--- src/rtl/gal_sop_prog.sv ---
// gal_sop_prog
// -----------------------------------------------------------------------------
// Run-time programmable sum-of-products stage used when emulating mapped GAL
// netlists on an FPGA. It sits directly in front of a GAL_OLMC and drives that
// cell's A input. The product-term table uses GAL_SOP TABLE semantics, but it
// is loaded serially from a fuse stream instead of being fixed at elaboration.
// The SOP result is registered, so the block adds one pipeline stage.
//
// Fuse encoding, per input i of term t, pair {p,n}:
//   10 = A[i], 01 = ~A[i], 00 = input ignored, 11 = term forced 0.
//   A term whose pairs are all 00 evaluates to 1. SOP = OR of all terms.
// Stream order: term 0 first; within a term, input 0 first; p before n.
// Fuse bit k of the stream lands in fuse_map[k]. For term t and input i,
// p is at index 2*(t*WIDTH+i) and n is at index 2*(t*WIDTH+i)+1.
//
// Optional build macro: GAL_SOP_PARITY_EN
//   When defined, one even-parity bit follows the NFUSE table bits. A mismatch
//   returns the block to UNCONF with ERR set. When undefined, ERR is tied 0.
//
// Ports:
//   C          clock; all state updates on the rising edge
//   RN         synchronous active-low reset
//   A          SOP inputs (WIDTH bits)
//   Y          registered SOP result, goes to the OLMC A input
//   CFG_START  one-cycle pulse that begins a table load
//   CFG_VALID  CFG_DATA holds a fuse bit
//   CFG_DATA   serial fuse bit
//   CFG_READY  block accepts a fuse bit this cycle
//   DONE       table loaded; block in RUN
//   ERR        parity load error (parity build only)
// -----------------------------------------------------------------------------
module gal_sop_prog #(
    parameter int WIDTH = 2,
    parameter int DEPTH = 2,
    parameter int NFUSE = 2 * WIDTH * DEPTH
) (
    input  logic             C,
    input  logic             RN,
    input  logic [WIDTH-1:0] A,
    output logic             Y,
    input  logic             CFG_START,
    input  logic             CFG_VALID,
    input  logic             CFG_DATA,
    output logic             CFG_READY,
    output logic             DONE,
    output logic             ERR
);

    localparam int            CW       = $clog2(NFUSE + 1);
    localparam logic [CW-1:0] LAST_IDX = CW'(NFUSE - 1);

`ifdef GAL_SOP_PARITY_EN
    typedef enum logic [1:0] {
        UNCONF = 2'd0,
        LOAD   = 2'd1,
        RUN    = 2'd2,
        PARITY = 2'd3
    } state_t;
`else
    typedef enum logic [1:0] {
        UNCONF = 2'd0,
        LOAD   = 2'd1,
        RUN    = 2'd2
    } state_t;
`endif

    state_t           state;
    state_t           state_n;
    logic [CW-1:0]    count;
    logic [CW-1:0]    count_n;
    logic [NFUSE-1:0] fuse_map;
    logic [NFUSE-1:0] fuse_n;
    logic             sop_p0;
    logic             y_p1;
`ifdef GAL_SOP_PARITY_EN
    logic             err;
    logic             err_set;
`endif

    // Evaluate the OR of all product terms for the given fuse map and inputs.
    function automatic logic sop_eval(input logic [NFUSE-1:0] f,
                                      input logic [WIDTH-1:0] a);
        logic hit;
        logic term;
        logic p;
        logic n;
        hit = 1'b0;
        for (int t = 0; t < DEPTH; t++) begin
            term = 1'b1;
            for (int i = 0; i < WIDTH; i++) begin
                p = f[2*(t*WIDTH+i)];
                n = f[2*(t*WIDTH+i)+1];
                case ({p, n})
                    2'b10:   term = term & a[i];
                    2'b01:   term = term & ~a[i];
                    2'b11:   term = 1'b0;
                    default: term = term;   // 00: input does not participate
                endcase
            end
            hit = hit | term;
        end
        return hit;
    endfunction

    // Stage p0: combinational SOP of the current inputs.
    assign sop_p0 = sop_eval(fuse_map, A);

    // Next-state logic. CFG_START has priority over everything, so a fuse bit
    // presented in the same cycle as CFG_START is dropped.
    always_comb begin
        state_n = state;
        count_n = count;
        fuse_n  = fuse_map;
`ifdef GAL_SOP_PARITY_EN
        err_set = 1'b0;
`endif
        if (CFG_START) begin
            state_n = LOAD;
            count_n = '0;
        end else begin
            case (state)
                LOAD: begin
                    if (CFG_VALID) begin
                        // Decoded write; avoids indexing with the wider counter.
                        for (int k = 0; k < NFUSE; k++) begin
                            if (count == CW'(k)) begin
                                fuse_n[k] = CFG_DATA;
                            end
                        end
                        if (count == LAST_IDX) begin
                            count_n = '0;
`ifdef GAL_SOP_PARITY_EN
                            state_n = PARITY;
`else
                            state_n = RUN;
`endif
                        end else begin
                            count_n = count + CW'(1);
                        end
                    end
                end
`ifdef GAL_SOP_PARITY_EN
                PARITY: begin
                    // The table is complete here, so its XOR is final.
                    if (CFG_VALID) begin
                        if (CFG_DATA == ^fuse_map) begin
                            state_n = RUN;
                        end else begin
                            state_n = UNCONF;
                            err_set = 1'b1;
                        end
                    end
                end
`endif
                UNCONF:  state_n = UNCONF;
                RUN:     state_n = RUN;
                default: state_n = UNCONF;
            endcase
        end
    end

    // Stage p1: state, load bookkeeping and the registered SOP output.
    // Y is held at 0 outside RUN, and also on the START edge that leaves RUN.
    always_ff @(posedge C) begin
        if (!RN) begin
            state    <= UNCONF;
            count    <= '0;
            fuse_map <= '1;
            y_p1     <= 1'b0;
        end else begin
            state    <= state_n;
            count    <= count_n;
            fuse_map <= fuse_n;
            y_p1     <= (state == RUN && !CFG_START) ? sop_p0 : 1'b0;
        end
    end

`ifdef GAL_SOP_PARITY_EN
    // ERR is sticky until reset or the next CFG_START.
    always_ff @(posedge C) begin
        if (!RN) begin
            err <= 1'b0;
        end else if (CFG_START) begin
            err <= 1'b0;
        end else if (err_set) begin
            err <= 1'b1;
        end
    end
    assign ERR       = err;
    assign CFG_READY = (state == LOAD) || (state == PARITY);
`else
    assign ERR       = 1'b0;
    assign CFG_READY = (state == LOAD);
`endif

    assign DONE = (state == RUN);
    assign Y    = y_p1;

endmodule

--- config.mk ---
export PLATFORM = sky130hd
export DESIGN_NAME = gal_sop_prog
export DESIGN_NICKNAME = d
export VERILOG_FILES = /design/src/rtl/gal_sop_prog.sv
export SDC_FILE = /design/constraint.sdc
export NUM_CORES = 1
export LEC_CHECK = 0
export ABC_AREA = 1
export ABC_CLOCK_PERIOD_IN_PS = 1700
export CAP_MARGIN = 20
export CORE_ASPECT_RATIO = 0.7
export CORE_MARGIN = 2
export CORE_UTILIZATION = 45
export DETAILED_ROUTE_END_ITERATION = 7
export GPL_TIMING_DRIVEN = 0
export PLACE_DENSITY = 0.73
export SLEW_MARGIN = 20
export SYNTH_ARGS = -nofsm -noshare
export SYNTH_HDL_FRONTEND = slang
export SYNTH_SLANG_ARGS = --single-unit
export TNS_END_PERCENT = 100
--- constraint.sdc ---
create_clock -name C -period 1.7 [get_ports C]
set_input_delay 0.255 -clock C [delete_from_list [all_inputs] [get_ports C]]
set_output_delay 0.255 -clock C [all_outputs]
set_load 0.01 [all_outputs]
==> impl_metrics.csv <==
group,metric,value,unit
synth,synth_cell_types,19,
pwr,clock_power_share,0.323,
global_routing,grt_pass1_wl,2680,um
clocking,post_cts_buffers,0,
floorplanning,die-area,2270,um^2
sta,post-route-period-util,0.952,
global_routing,grt_max_degree,11,
floorplanning,die_w,56.1,um
floorplanning,coreArea,1820,um^2
synth,yosysSeqAreaShare,0.351,
drt,via_per_inst,4.92,
synth,yosys-top-cells-area,"dfxtp_1, ha_1, nand3_1",
clocking,ctsHoldBuffers,0,
placed_design,dpl.hpwl,1200,um
layout,fin_area,1000,um^2
critical_path,critPathLaunchType,"flip-flop",
pwr,finalPower,0.634,mW
sta,setup_violations,0,
critical_path,reg2reg_slack,0.29,ns
critical_path,crit_type,"reg -> out",
synth,ys_warn_count,0,
clocking,cts.path.max_buffers,2,
drt,postRouteAntennaNets,0,
critical_path,critPathRequiredTime,1.44,ns
drt,first_iter_violations,18,
placed_design,portBuffers,9,
layout,num_antenna_cells,0,
clocking,cts_root_buf,"clkbuf_4",
layout,fin_cells,149,
sta,min_period,1.62,ns
hold_path,hold_depth,2,
synth,syn_nets,131,
synth,netlist_instances,114,
drt,via_count,733,
synth,synth_top_cell_by_area,"dfxtp_1",
clocking,cts.sinks,15,
layout,layout_commonest_cell,"inv_1",
drt,first_pass_iters,4,
drt,drc,0,
layout,layout_common_cells,"inv_1, nand2_1, dfxtp_1, nand3_1, a21oi_1",
critical_path,endpoint_kind,"primary output",
synth,syn_area_per_cell,7.50,um^2
pwr,p_leak,0.472,nW
floorplanning,die_h,40.5,um
hold_path,min_path_type,"reg -> reg",
floorplanning,row_count,13,
pwr,p_int,0.475,mW
clocking,cts_resized,2,
global_routing,grt_pass1_vias,614,
placed_design,place_area,972,um^2
synth,yosysTopAreaCellShare,0.351,
floorplanning,start_util,0.469,
layout,nets,145,
pwr,switching_power,0.159,mW
sta,finalClockSkew,0.00299,ns
global_routing,grt.total_usage,0.157,
sta,hold_violations,0,
floorplanning,ioPinCount,11,
clocking,clkLatencyLatePin,0.28,ns
placed_design,place_congestion,0.787,
drt,wirelength,1560,um
layout,syn2layout_area_growth,17.3,%
outcome,status,"completed",
clocking,clk_pin_slew,0.09,ns
critical_path,r2r-end,"fuse_map[0]$_SDFFE_PN1P_",
sta,hold-worst-slack,0.481,ns
sta,rsz0062_at_grt,"false",
clocking,htree_levels,1,
sta,fin_tns_setup,0,ns
global_routing,overflow,0,
sta,drv_slew,0,
pwr,ir_drop,502,uV
critical_path,critical_path.startpoint,"state[0]$_SDFFE_PN0P_",
critical_path,ff2ff_path_depth,7,
synth,synth-seq-cells,15,
global_routing,antenna_found_initial,0,
critical_path,arrival,1.36,ns
synth,syn-cell-area,855,um^2
pwr,seqPwrFrac,0.569,
pwr,p_comb_frac,0.108,
hold_path,hp-start,"fuse_map[6]$_SDFFE_PN1P_",
hold_path,worstHoldEndpoint,"fuse_map[6]$_SDFFE_PN1P_",
layout,final_layout_size_suffix_gt1_frac,0.0866,
pwr,switching_share,0.251,
run,cap_viol_max_count,0,
critical_path,r2r_start,"state[1]$_SDFFE_PP0P_",
critical_path,crit_fanout,3,
sta,fmax,618,MHz
drt,avgRoutedWirePerCell,10.4,um
pwr,powerDensity,632,nW/um^2
clocking,cts_tree,"done",
clocking,numCtsBuffers,3,
placed_design,dp.cells,145,
[worst max path at each step]
| stage | endpoint | cells past startpoint |
|---|---|---|
| 5_1_grt | DONE | 3 |
| 6_report | DONE | 3 |
| 4_1_cts | DONE | 3 |
| 3_5_place_dp | count[2]$_SDFFE_PP0P_ | 4 |
| 2_1_floorplan | fuse_map[3]$_SDFFE_PN1P_ | 7 |
| 3_3_place_gp | count[2]$_SDFFE_PP0P_ | 4 |
[synth_stat cells]
cell type  number
o21ai_1         8
dfxtp_1        15
buf_4           1
nand4_1         1
conb_1          1
o21ai_0         4
nand2_1        16
nor2_8          1
inv_2           1
o21bai_1        1
a31oi_1         1
nor2_4          1
nand2_4         1
a21oi_1        12
nor2_1          7
inv_1          18
nand3_1        14
a21boi_0        1
ha_1           10
[power by group through the flow]
stage	Clock (mW)	Sequential, mW	Combinational (mW)
4_1_cts	0.211	0.360	0.0690
6_report	0.205	0.361	0.0687
2_1_floorplan	0	0.367	0.0387
5_1_grt	0.233	0.361	0.0768
3_5_place_dp	0	0.368	0.0688
3_3_place_gp	0	0.368	0.0664
[worst max-delay path, cell delays in order (launching register included)]
cell             delay, ns
dfxtp_2               0.34
inv_1                 0.05
ha_1                  0.16
clkdlybuf4s50_1       0.53
[logic make-up (layout without fill, tap and decap cells)]
kind of cell	after synthesis	count (layout)	share of synthesized area
and+or+nand+nor	41	41	0.240
AOI/OAI and AO/OA	27	27	0.165
buffers and inverters	20	33	0.0922
DFF	15	15	0.351
adders and majority gates	10	10	0.146
other	1	1	0.00439
[per-layer routing]
metal | up-vias | global-route usage | part of all wire
li1 | 400 | - | -
met1 | 318 | 0.197 | 0.48
met2 | 13 | 0.279 | 0.47
met3 | 2 | 0.0516 | 0.042
met4 | 0 | 0.0179 | 0.0045
met5 | - | 0 | 0
[flip-flops by register name, indices dropped and copies added, names as in the netlist]
register / cells
fuse_map: 8
Y: 1
state: 2
count: 4
[final cells by class]
type                    count  area, um^2
flip-flops and latches     15         302
inverters                  19        71.3
multi-input cells          79         478
clock buffers               3        22.5
well taps                  22        27.5
plain buffers               1        7.51
fillers                   186         820
clock inverters             1        5.00
repair buffers              9        88.8
[metrics by stage]
stage	util	setup WS, ns
6_report	0.550	0.0819
5_1_grt	0.550	0.0182
4_1_cts	0.549	0.0456
3_5_place_dp	0.534	0.166
3_3_place_gp	0.534	0.231
2_1_floorplan	-	0.436
No activity file was read; power rests on OpenSTA's default activity.
